**config.mk**
```make
export PLATFORM = sky130hd
export DESIGN_NAME = pwm_fade_controller_flat
export DESIGN_NICKNAME = d
export VERILOG_FILES = /design/src/rtl/pwm_fade_controller_if.sv /design/src/rtl/pwm_fade_controller.sv /design/src/flat_wrapper.sv
export SDC_FILE = /design/constraint.sdc
export NUM_CORES = 1
export LEC_CHECK = 0
export ABC_AREA = 0
export CAP_MARGIN = 40
export CORE_MARGIN = 3
export CORE_UTILIZATION = 46
export DETAILED_ROUTE_END_ITERATION = 10
export PLACE_DENSITY = 0.66
export SYNTH_ARGS = -nofsm -noshare
export SYNTH_HDL_FRONTEND = slang
export SYNTH_SLANG_ARGS = --single-unit
```
**constraint.sdc**
```tcl
create_clock -name clk -period 5.2 [get_ports clk]
set_input_delay 1.3 -clock clk [delete_from_list [all_inputs] [get_ports clk]]
set_output_delay 1.3 -clock clk [all_outputs]
set_load 0.005 [all_outputs]
```
**src/rtl/pwm_fade_controller_if.sv**
```systemverilog
// rtl/pwm_fade_controller_if.sv - duty request / applied duty bundle for the PWM fade controller
interface pwm_fade_controller_if;
    logic [7:0] target_duty;
    logic       fade_en;
    logic [7:0] step_div;
    logic [3:0] step_size;
    logic [7:0] duty_out;
    logic       busy;
    logic       done;

    modport master (
        output target_duty, fade_en, step_div, step_size,
        input  duty_out, busy, done
    );

    modport slave (
        input  target_duty, fade_en, step_div, step_size,
        output duty_out, busy, done
    );
endinterface

```
**src/rtl/pwm_fade_controller.sv**
```systemverilog
// rtl/pwm_fade_controller.sv - ramps the applied PWM duty toward a programmed target
module pwm_fade_controller #(
    parameter int PRESCALE = 100,
    parameter int PRE_W    = 16
) (
    input  logic                 clk,
    input  logic                 rst_n,
    pwm_fade_controller_if.slave ctrl
);
    typedef enum logic [1:0] {IDLE, RAMP_UP, RAMP_DOWN} state_t;

    state_t            r_state, w_state_nxt;
    logic [PRE_W-1:0]  r_pre, w_pre_nxt;
    logic [7:0]        r_tick, w_tick_nxt;
    logic [7:0]        r_duty, w_duty_nxt;
    logic              r_busy, w_busy_nxt;
    logic              r_done, w_done_nxt;

    logic [7:0]        w_n;
    logic [8:0]        w_s;
    logic [8:0]        w_tgt9;
    logic [8:0]        w_sum;
    logic [8:0]        w_diff;
    logic [7:0]        w_up_val;
    logic [7:0]        w_dn_val;
    logic [7:0]        w_step_val;
    logic              w_base_tick;
    logic              w_step;

    assign w_n         = (ctrl.step_div == 8'd0) ? 8'd1 : ctrl.step_div;
    assign w_s         = {5'd0, (ctrl.step_size == 4'd0) ? 4'd1 : ctrl.step_size};
    assign w_tgt9      = {1'b0, ctrl.target_duty};
    assign w_sum       = {1'b0, r_duty} + w_s;
    assign w_diff      = {1'b0, r_duty} - w_s;
    assign w_base_tick = (r_pre == PRE_W'(PRESCALE - 1));
    // >= keeps the ramp moving if step_div is lowered below the current tick count
    assign w_step      = w_base_tick && (r_tick >= (w_n - 8'd1));

    // A 9-bit borrow shows up in bit 8, so an underflow clamps to target too
    assign w_up_val    = (w_sum > w_tgt9) ? ctrl.target_duty : w_sum[7:0];
    assign w_dn_val    = (w_diff[8] || (w_diff < w_tgt9)) ? ctrl.target_duty : w_diff[7:0];

    always_comb begin
        w_step_val = r_duty;
        if (ctrl.target_duty > r_duty) begin
            w_step_val = w_up_val;
        end else if (ctrl.target_duty < r_duty) begin
            w_step_val = w_dn_val;
        end
    end

    always_comb begin
        w_state_nxt = r_state;
        w_pre_nxt   = r_pre;
        w_tick_nxt  = r_tick;
        w_duty_nxt  = r_duty;
        w_done_nxt  = 1'b0;

        if (!ctrl.fade_en) begin
            w_state_nxt = IDLE;
            w_duty_nxt  = ctrl.target_duty;
            w_pre_nxt   = '0;
            w_tick_nxt  = '0;
        end else begin
            case (r_state)
                IDLE: begin
                    w_pre_nxt  = '0;
                    w_tick_nxt = '0;
                    if (ctrl.target_duty > r_duty) begin
                        w_state_nxt = RAMP_UP;
                    end else if (ctrl.target_duty < r_duty) begin
                        w_state_nxt = RAMP_DOWN;
                    end
                end
                default: begin
                    if (w_step) begin
                        w_pre_nxt  = '0;
                        w_tick_nxt = '0;
                        w_duty_nxt = w_step_val;
                        if (w_step_val == ctrl.target_duty) begin
                            w_state_nxt = IDLE;
                            w_done_nxt  = 1'b1;
                        end else if (ctrl.target_duty > w_step_val) begin
                            w_state_nxt = RAMP_UP;
                        end else begin
                            w_state_nxt = RAMP_DOWN;
                        end
                    end else if (ctrl.target_duty == r_duty) begin
                        // target moved onto the current duty between steps
                        w_state_nxt = IDLE;
                        w_done_nxt  = 1'b1;
                        w_pre_nxt   = '0;
                        w_tick_nxt  = '0;
                    end else if (w_base_tick) begin
                        w_pre_nxt  = '0;
                        w_tick_nxt = r_tick + 8'd1;
                    end else begin
                        w_pre_nxt  = r_pre + PRE_W'(1);
                    end
                end
            endcase
        end

        w_busy_nxt = (w_state_nxt != IDLE);
    end

    always_ff @(posedge clk or negedge rst_n) begin
        if (!rst_n) begin
            r_state <= IDLE;
            r_pre   <= '0;
            r_tick  <= '0;
            r_duty  <= '0;
            r_busy  <= 1'b0;
            r_done  <= 1'b0;
        end else begin
            r_state <= w_state_nxt;
            r_pre   <= w_pre_nxt;
            r_tick  <= w_tick_nxt;
            r_duty  <= w_duty_nxt;
            r_busy  <= w_busy_nxt;
            r_done  <= w_done_nxt;
        end
    end

    assign ctrl.duty_out = r_duty;
    assign ctrl.busy     = r_busy;
    assign ctrl.done     = r_done;
endmodule

```
**src/flat_wrapper.sv**
```systemverilog
// flat-port wrapper written by rule: the top's interface ports become plain ports
module pwm_fade_controller_flat 
#(
    parameter int PRESCALE = 100,
    parameter int PRE_W    = 16
)
  (clk, rst_n, ctrl_target_duty, ctrl_fade_en, ctrl_step_div, ctrl_step_size, ctrl_duty_out, ctrl_busy, ctrl_done);
  pwm_fade_controller_if ctrl_i ();
  input  logic clk;
  input  logic rst_n;
  input wire logic [$bits(ctrl_i.target_duty)-1:0] ctrl_target_duty;
  input wire logic [$bits(ctrl_i.fade_en)-1:0] ctrl_fade_en;
  input wire logic [$bits(ctrl_i.step_div)-1:0] ctrl_step_div;
  input wire logic [$bits(ctrl_i.step_size)-1:0] ctrl_step_size;
  output wire logic [$bits(ctrl_i.duty_out)-1:0] ctrl_duty_out;
  output wire logic [$bits(ctrl_i.busy)-1:0] ctrl_busy;
  output wire logic [$bits(ctrl_i.done)-1:0] ctrl_done;
  assign ctrl_i.target_duty = ctrl_target_duty;
  assign ctrl_i.fade_en = ctrl_fade_en;
  assign ctrl_i.step_div = ctrl_step_div;
  assign ctrl_i.step_size = ctrl_step_size;
  assign ctrl_duty_out = ctrl_i.duty_out;
  assign ctrl_busy = ctrl_i.busy;
  assign ctrl_done = ctrl_i.done;
  pwm_fade_controller #(.PRESCALE(PRESCALE), .PRE_W(PRE_W)) u_core (.clk(clk), .rst_n(rst_n), .ctrl(ctrl_i));
endmodule
```
Yosys cells after proc, flatten, opt, wreduce, memory -nomap -nowiden --
Index checks and enable logic that the tools add are counted.
Storage, ports and cells: register bits 36, word-level logic and storage cells 62
Operators by class: add/sub/neg operators 5, $lt $le $gt $ge 6, equality and inequality tests 6, muxes and demuxes 32, reduce and logical (&&, ||, !) cells 7
Operators by type and width (count):
- $mux 8 | 13
- $mux 16 | 5
- $add 16x1->16 const B | 1
- $eq 16x7->1 const B | 1
- $eq 8x8->1 | 2
- $gt 8x8->1 | 2
- $mux 2 | 8
- $add 8x4->9 | 1
- $gt 9x8->1 | 1
- $lt 9x8->1 | 1
- $sub 8x4->9 | 1
- $add 8x1->8 const B | 1
- $ge 8x8->1 | 1
- $logic_not 8->1 | 1
- $lt 8x8->1 | 1
- $sub 8x1->8 const B | 1
- $mux 1 | 5
- $ne 5x1->1 const B | 1
- $logic_not 4->1 | 1
- $mux 4 | 1
- $logic_not 2->1 | 1
- $ne 2x1->1 const B | 1
- $ne 2x2->1 const B | 1
- $reduce_and 2->1 | 1
- 3 further kinds | 3

Longest topological paths before layout --
depth in word-level cells 15, gate-level depth with buffers 24, mapped depth without buffers 24

Least setup slack after synthesis --
No wires, ideal clock.
path kind input-to-reg, start in ctrl_step_size[1], end reg u_core.r_state[0], setup time 126 ps, data arrival time 5505 ps, required time 5074 ps, path slack -431 ps, cell stages on the path 23, path buffers 0, path through inv_1 a31o_2 ha_1 inv_1 fa_1 a21o_1 a2111oi_4 xnor2_1 ha_1 a21o_1 a221oi_1 o21a_1 nor2_4 o211ai_1 o221ai_1 ha_1 nor2b_1 o21ai_0 nand2b_1 a21oi_1 o21ai_0 nor3b_1 a221o_1
Between the ends: cells in the longest elaborated chain, start to end 14, elaborated cells on any way between the ends 18
RTL lines:
- start: declaration | RTL line flat_wrapper.sv:14 | input wire logic [$bits(ctrl_i.step_size)-1:0] ctrl_step_size;
- $logic_not 4->1 | RTL line pwm_fade_controller.sv:31 | assign w_s = {5'd0, (ctrl.step_size == 4'd0) ? 4'd1 : ctrl.step_size};
- $mux 4 (*) | RTL line pwm_fade_controller.sv:31
- $sub 8x4->9 | RTL line pwm_fade_controller.sv:34 | assign w_diff = {1'b0, r_duty} - w_s;
- $lt 9x8->1 | RTL line pwm_fade_controller.sv:41 | assign w_dn_val = (w_diff[8] || (w_diff < w_tgt9)) ? ctrl.target_duty : w_diff[7:0];
- $logic_or 1x1->1 | RTL line pwm_fade_controller.sv:41
- $mux 8 | RTL line pwm_fade_controller.sv:41
- $mux 8 | RTL line pwm_fade_controller.sv:47 | end else if (ctrl.target_duty < r_duty) begin
- $mux 8 (*) | RTL line pwm_fade_controller.sv:45 | if (ctrl.target_duty > r_duty) begin
- $gt 8x8->1 | RTL line pwm_fade_controller.sv:83 | end else if (ctrl.target_duty > w_step_val) begin
- $mux 2 | RTL line pwm_fade_controller.sv:83
- $mux 2 (*) | RTL line pwm_fade_controller.sv:80 | if (w_step_val == ctrl.target_duty) begin
- $mux 2 (*) | RTL line pwm_fade_controller.sv:76 | if (w_step) begin
- $mux 2 (*) | RTL line pwm_fade_controller.sv:65 | case (r_state)
- $mux 2 (*) | RTL line pwm_fade_controller.sv:59 | if (!ctrl.fade_en) begin
- net u_core.w_state_nxt[0] | RTL line pwm_fade_controller.sv:12 | state_t r_state, w_state_nxt;
- end signal: assignment | RTL line pwm_fade_controller.sv:116 | r_state <= w_state_nxt;
- end: declaration | RTL line pwm_fade_controller.sv:12
The timed path passes the listed nets; every way through them passes the cells marked *. A chain may end at the register's enable or synchronous reset.

Final worst setup path --
start in ctrl_step_size[2], end reg u_core.r_state[0]
The elaborated chain is that of the path after synthesis.

==> implementation parameters <==
Parameter                              Value

Worst setup path
  Reg-to-Reg Start    u_core.ctrl.duty_out[0]
  Category of the critical setup timing path    input pin to register
  Number of cell instances on the worst register-to-register path    22
  Largest driver fanout on the critical path    4
  Startpoint class of the critical path    input pin
  Sort of element at the end of the critical path    register
  Worst EP arrival    5.61 ns
  Endpoint of the lowest-slack register-to-register path    u_core.r_state[0]
  Worst setup slack for register-to-register paths    0.54 ns
  Data required time of the critical path    5.37 ns

Yosys
  Cell area after synthesis    3560 µm²
  Multiplexer share of the synthesized area    3.06%
  Post-Syn Instances    419
  Count leader, synth    sky130_fd_sc_hd__ha_1
  Post-synthesis share of cell area spent on full adders, half adders and majority gates    18.7%
  Xor and xnor fraction of the mapped netlist area    6.64%
  Unique cell type count in the Yosys netlist    57
  Post-synth EDFFs    0
  Synthesis-stage register bit count    36
  Simple logic cell fraction of the synthesized area    19.6%
  Synthesized net count    494
  Sequential area share after synthesis    25.3%
  Biggest area contributors in the synthesized netlist    sky130_fd_sc_hd__dfrtp_1 (25%), sky130_fd_sc_hd__ha_1 (18%), sky130_fd_sc_hd__xnor2_1 (4.7%)
  Avg Cell Area, Syn    8.50 µm²
  Leading register cell type out of synthesis    sky130_fd_sc_hd__dfrtp_1
  Synth area leader    sky130_fd_sc_hd__dfrtp_1
  Share of synthesized registers carrying an async set or reset    100%
  Portion of synthesized cell area occupied by the leading cell type    25.3%
  Most common library cells after synthesis    sky130_fd_sc_hd__ha_1 (50), sky130_fd_sc_hd__nor2_1 (37), sky130_fd_sc_hd__dfrtp_1 (36), sky130_fd_sc_hd__nand2_1 (33), sky130_fd_sc_hd__inv_1 (29)
  Yosys warns    0
  Main combinational cell family by area after synthesis    compound AO/OA/AOI/OAI gates
  Compound-Gate Fraction of Synth Area    22.2%

GRT
  Vias in the first global route    3616
  Overall fraction of global-route tracks in use    23.8%
  Number of antenna violations at the first check in global routing    0
  Pin count of the biggest net entering global routing    37
  Global-route wire length before repair    16700 µm
  Final global-route overflow total    0

Timing
  Transition time of the tightest slew-check pin    0.806 ns
  Total setup violations reported at the end of the flow    4
  Max-slew headroom at the worst pin    46.3%
  Worst-case clock skew    0.00749 ns
  Minimum clock period    5.43 ns
  Tcrit/Tclk final    104%
  RSZ-0062 raised after global routing    yes
  Pins Over Slew Limit    0
  Worst hold slack    0.486 ns
  Hold Violations, Final    0
  Fmax    184 MHz
  Setup slack after layout    -0.231 ns

Placed design
  Detailed-placement wirelength estimate    7720 µm
  DP Cell Count    597
  Pre-CTS WS    -1.06 ns
  Placed Area    4460 µm²
  Number of buffer cells added on primary ports    32
  GP Congestion    0.932

Routing
  Detailed router's first-iteration violation count    119
  # DRC    0
  Pre-antenna DRT Iters    4
  Per-cell routed wire length    16.2 µm
  Final wirelength    10100 µm
  Via-per-instance ratio    5.73
  Number of nets still failing antenna checks after routing    0
  Vias after detailed routing    3574

Hold path
  Hold path start    u_core.r_pre[0]
  Min-Delay Path Class    register to register
  Hold depth    1
  WHS Endpoint    u_core.r_pre[0]

Clocking
  Clock Tree Buf Depth    2
  Clock network latency to the later pin of the worst-skew pair    0.29 ns
  Num CTS Buffers    5
  Clock tree from TritonCTS    done
  Post-CTS Hold Buffers    0
  Number of sinks on the clock net    36
  Clock transition at path regs    0.08 ns
  H-tree depth reported by CTS    2
  Root buffer selected by CTS    sky130_fd_sc_hd__clkbuf_8

Die
  Count of pins on the block boundary    33
  Height of the die    94.0 µm
  Initial cell density of the core    48.3%
  Die width    94.0 µm
  # rows    31
  Die ar.    8830 µm²
  Area of the core    7370 µm²

Pwr
  Cell-internal power    1090 µW
  Portion of total power attributed to sequential cells    19.8%
  Worst voltage drop across the vdd grid    0.208 mV
  Net load switching power    709 µW
  Clock network fraction of total power    13.6%
  Standby leakage power    0.00224 µW
  Switching part of the total power    39.5%
  Power density of the placed cells    370 nW/µm²
  Combinational group share of total power    66.7%

Finish
  Final non-filler cell total    624
  Area Growth Syn to Fin    36.4%
  Antenna Diode Count    0
  Final core area utilization    65.9%
  Final Net Count    599
  Layout cell share with drive strength beyond 1    26.5%
  Final Cell Area    4860 µm²

Flow run
  # Max-Cap Violations    0

Outcome
  Failing checks    negative setup slack
  Result of the run    finished with violations
## cell usage in the layout, fill, tap and decap left out, types with 3 or more instances in the layout
master                            Yosys  layout
sky130_fd_sc_hd__buf_4                0      76
sky130_fd_sc_hd__ha_1                50      45
sky130_fd_sc_hd__dfrtp_1             36      36
sky130_fd_sc_hd__nor2_1              37      35
sky130_fd_sc_hd__nand2_1             33      32
sky130_fd_sc_hd__clkdlybuf4s50_1      0      27
sky130_fd_sc_hd__inv_1               29      25
sky130_fd_sc_hd__xnor2_1             19      18
sky130_fd_sc_hd__a21oi_1             22      15
sky130_fd_sc_hd__a21o_1              15      15
sky130_fd_sc_hd__nand3_1             12      12
sky130_fd_sc_hd__nor3_1              14      12
sky130_fd_sc_hd__o21ai_1              6      11
sky130_fd_sc_hd__nand4_1             10      10
sky130_fd_sc_hd__nand2b_1             9       9
sky130_fd_sc_hd__xor2_1               8       8
sky130_fd_sc_hd__a21oi_2              0       7
sky130_fd_sc_hd__o21ai_0             14       7
sky130_fd_sc_hd__mux2i_1              6       6
sky130_fd_sc_hd__o22ai_1              5       5
sky130_fd_sc_hd__nor4_1               5       5
sky130_fd_sc_hd__and3_1               6       5
sky130_fd_sc_hd__ha_4                 0       5
sky130_fd_sc_hd__clkbuf_8             0       5
sky130_fd_sc_hd__o211ai_1             4       4
sky130_fd_sc_hd__a31oi_1              5       4
sky130_fd_sc_hd__o31ai_1              4       4
sky130_fd_sc_hd__a211oi_1             4       3
sky130_fd_sc_hd__mux2_4               1       3
sky130_fd_sc_hd__or3_1                3       3
sky130_fd_sc_hd__a221o_1              3       3
sky130_fd_sc_hd__a22oi_1              3       3
sky130_fd_sc_hd__buf_8                0       3
## worst max-delay path by stage
| stage | startpoint | to | slack, ns |
|---|---|---|---|
| 2_1_floorplan | ctrl_step_size[2] | u_core.r_state[0] | -0.29 |
| 3_3_place_gp | ctrl_step_size[3] | u_core.r_state[0] | -1.00 |
| 3_5_place_dp | ctrl_step_size[3] | u_core.r_state[0] | -1.06 |
| 4_1_cts | ctrl_step_size[1] | u_core.r_state[0] | -0.22 |
| 5_1_grt | ctrl_step_size[2] | u_core.r_state[0] | -0.40 |
| 6_report | ctrl_step_size[2] | u_core.r_state[0] | -0.23 |
## power by group through the flow
stage	Clock (µW)	Sequential (µW)	Combinational (µW)
5_1_grt	258	360	1310
6_report	244	355	1200
3_3_place_gp	0	359	1010
4_1_cts	249	354	1140
2_1_floorplan	0	347	625
3_5_place_dp	0	359	1030
## timing repair
action | CTS | global route
buffers inserted | 17 | 2
resized for setup | 39 | 17
setup endpoints to repair | 4 | 4
pin swaps | 28 | 19
## flip-flops by register name, summed over array words and instances (netlist names)
register,flops
u_core.ctrl.duty_out,8
u_core.r_state,2
u_core.r_pre,16
u_core.ctrl.busy,1
u_core.r_tick,8
u_core.ctrl.done,1
## layer usage
layer,share of wire [%],routed length [µm],global-route usage [%]
met1,40,4060,27.8
met2,52,5320,43.1
met3,4.1,416,2.88
met4,3.4,345,10.5
met5,0,0,0
## cell type report
type | instances | area [µm²]
tap | 99 | 124
clock buffer | 6 | 72.6
timing repair buffer | 109 | 907
sequential | 36 | 901
multi-input combinational | 343 | 2700
inverter | 29 | 121
clock inverter | 2 | 35.0
fill | 624 | 2510
## critical path, cell delays in order
cell                        delay, ns
sky130_fd_sc_hd__buf_8           0.10
sky130_fd_sc_hd__inv_4           0.05
sky130_fd_sc_hd__a31o_4          0.17
sky130_fd_sc_hd__ha_4            0.14
sky130_fd_sc_hd__inv_2           0.03
sky130_fd_sc_hd__fa_2            0.35
sky130_fd_sc_hd__a21o_1          0.23
sky130_fd_sc_hd__a2111oi_4       0.40
sky130_fd_sc_hd__xnor2_2         0.18
sky130_fd_sc_hd__ha_1            0.28
sky130_fd_sc_hd__a21o_1          0.18
sky130_fd_sc_hd__a221oi_2        0.29
sky130_fd_sc_hd__o21a_2          0.23
sky130_fd_sc_hd__o21ai_1         0.08
sky130_fd_sc_hd__o311ai_1        0.09
sky130_fd_sc_hd__o221ai_1        0.20
sky130_fd_sc_hd__inv_1           0.13
sky130_fd_sc_hd__ha_4            0.21
sky130_fd_sc_hd__a21o_1          0.15
sky130_fd_sc_hd__a21o_1          0.18
sky130_fd_sc_hd__a21oi_2         0.15
sky130_fd_sc_hd__o21ai_2         0.07
sky130_fd_sc_hd__nor3b_2         0.15
sky130_fd_sc_hd__a221o_1         0.26
## through the flow
step / setup TNS, ns / power (µW)
after floorplan: -0.439 / 973
after global placement: -4.06 / 1370
after detailed placement: -4.47 / 1390
after CTS: -0.404 / 1740
after global routing: -1.45 / 1930
final: -0.571 / 1800
## cell families after synthesis
logic type / Yosys count
simple gates: 142
compound gates: 112
fa+ha+maj: 52
buf+inv: 40
flops: 36
xor+xnor: 27
mux: 10
Power figures use the tool's default switching activity.
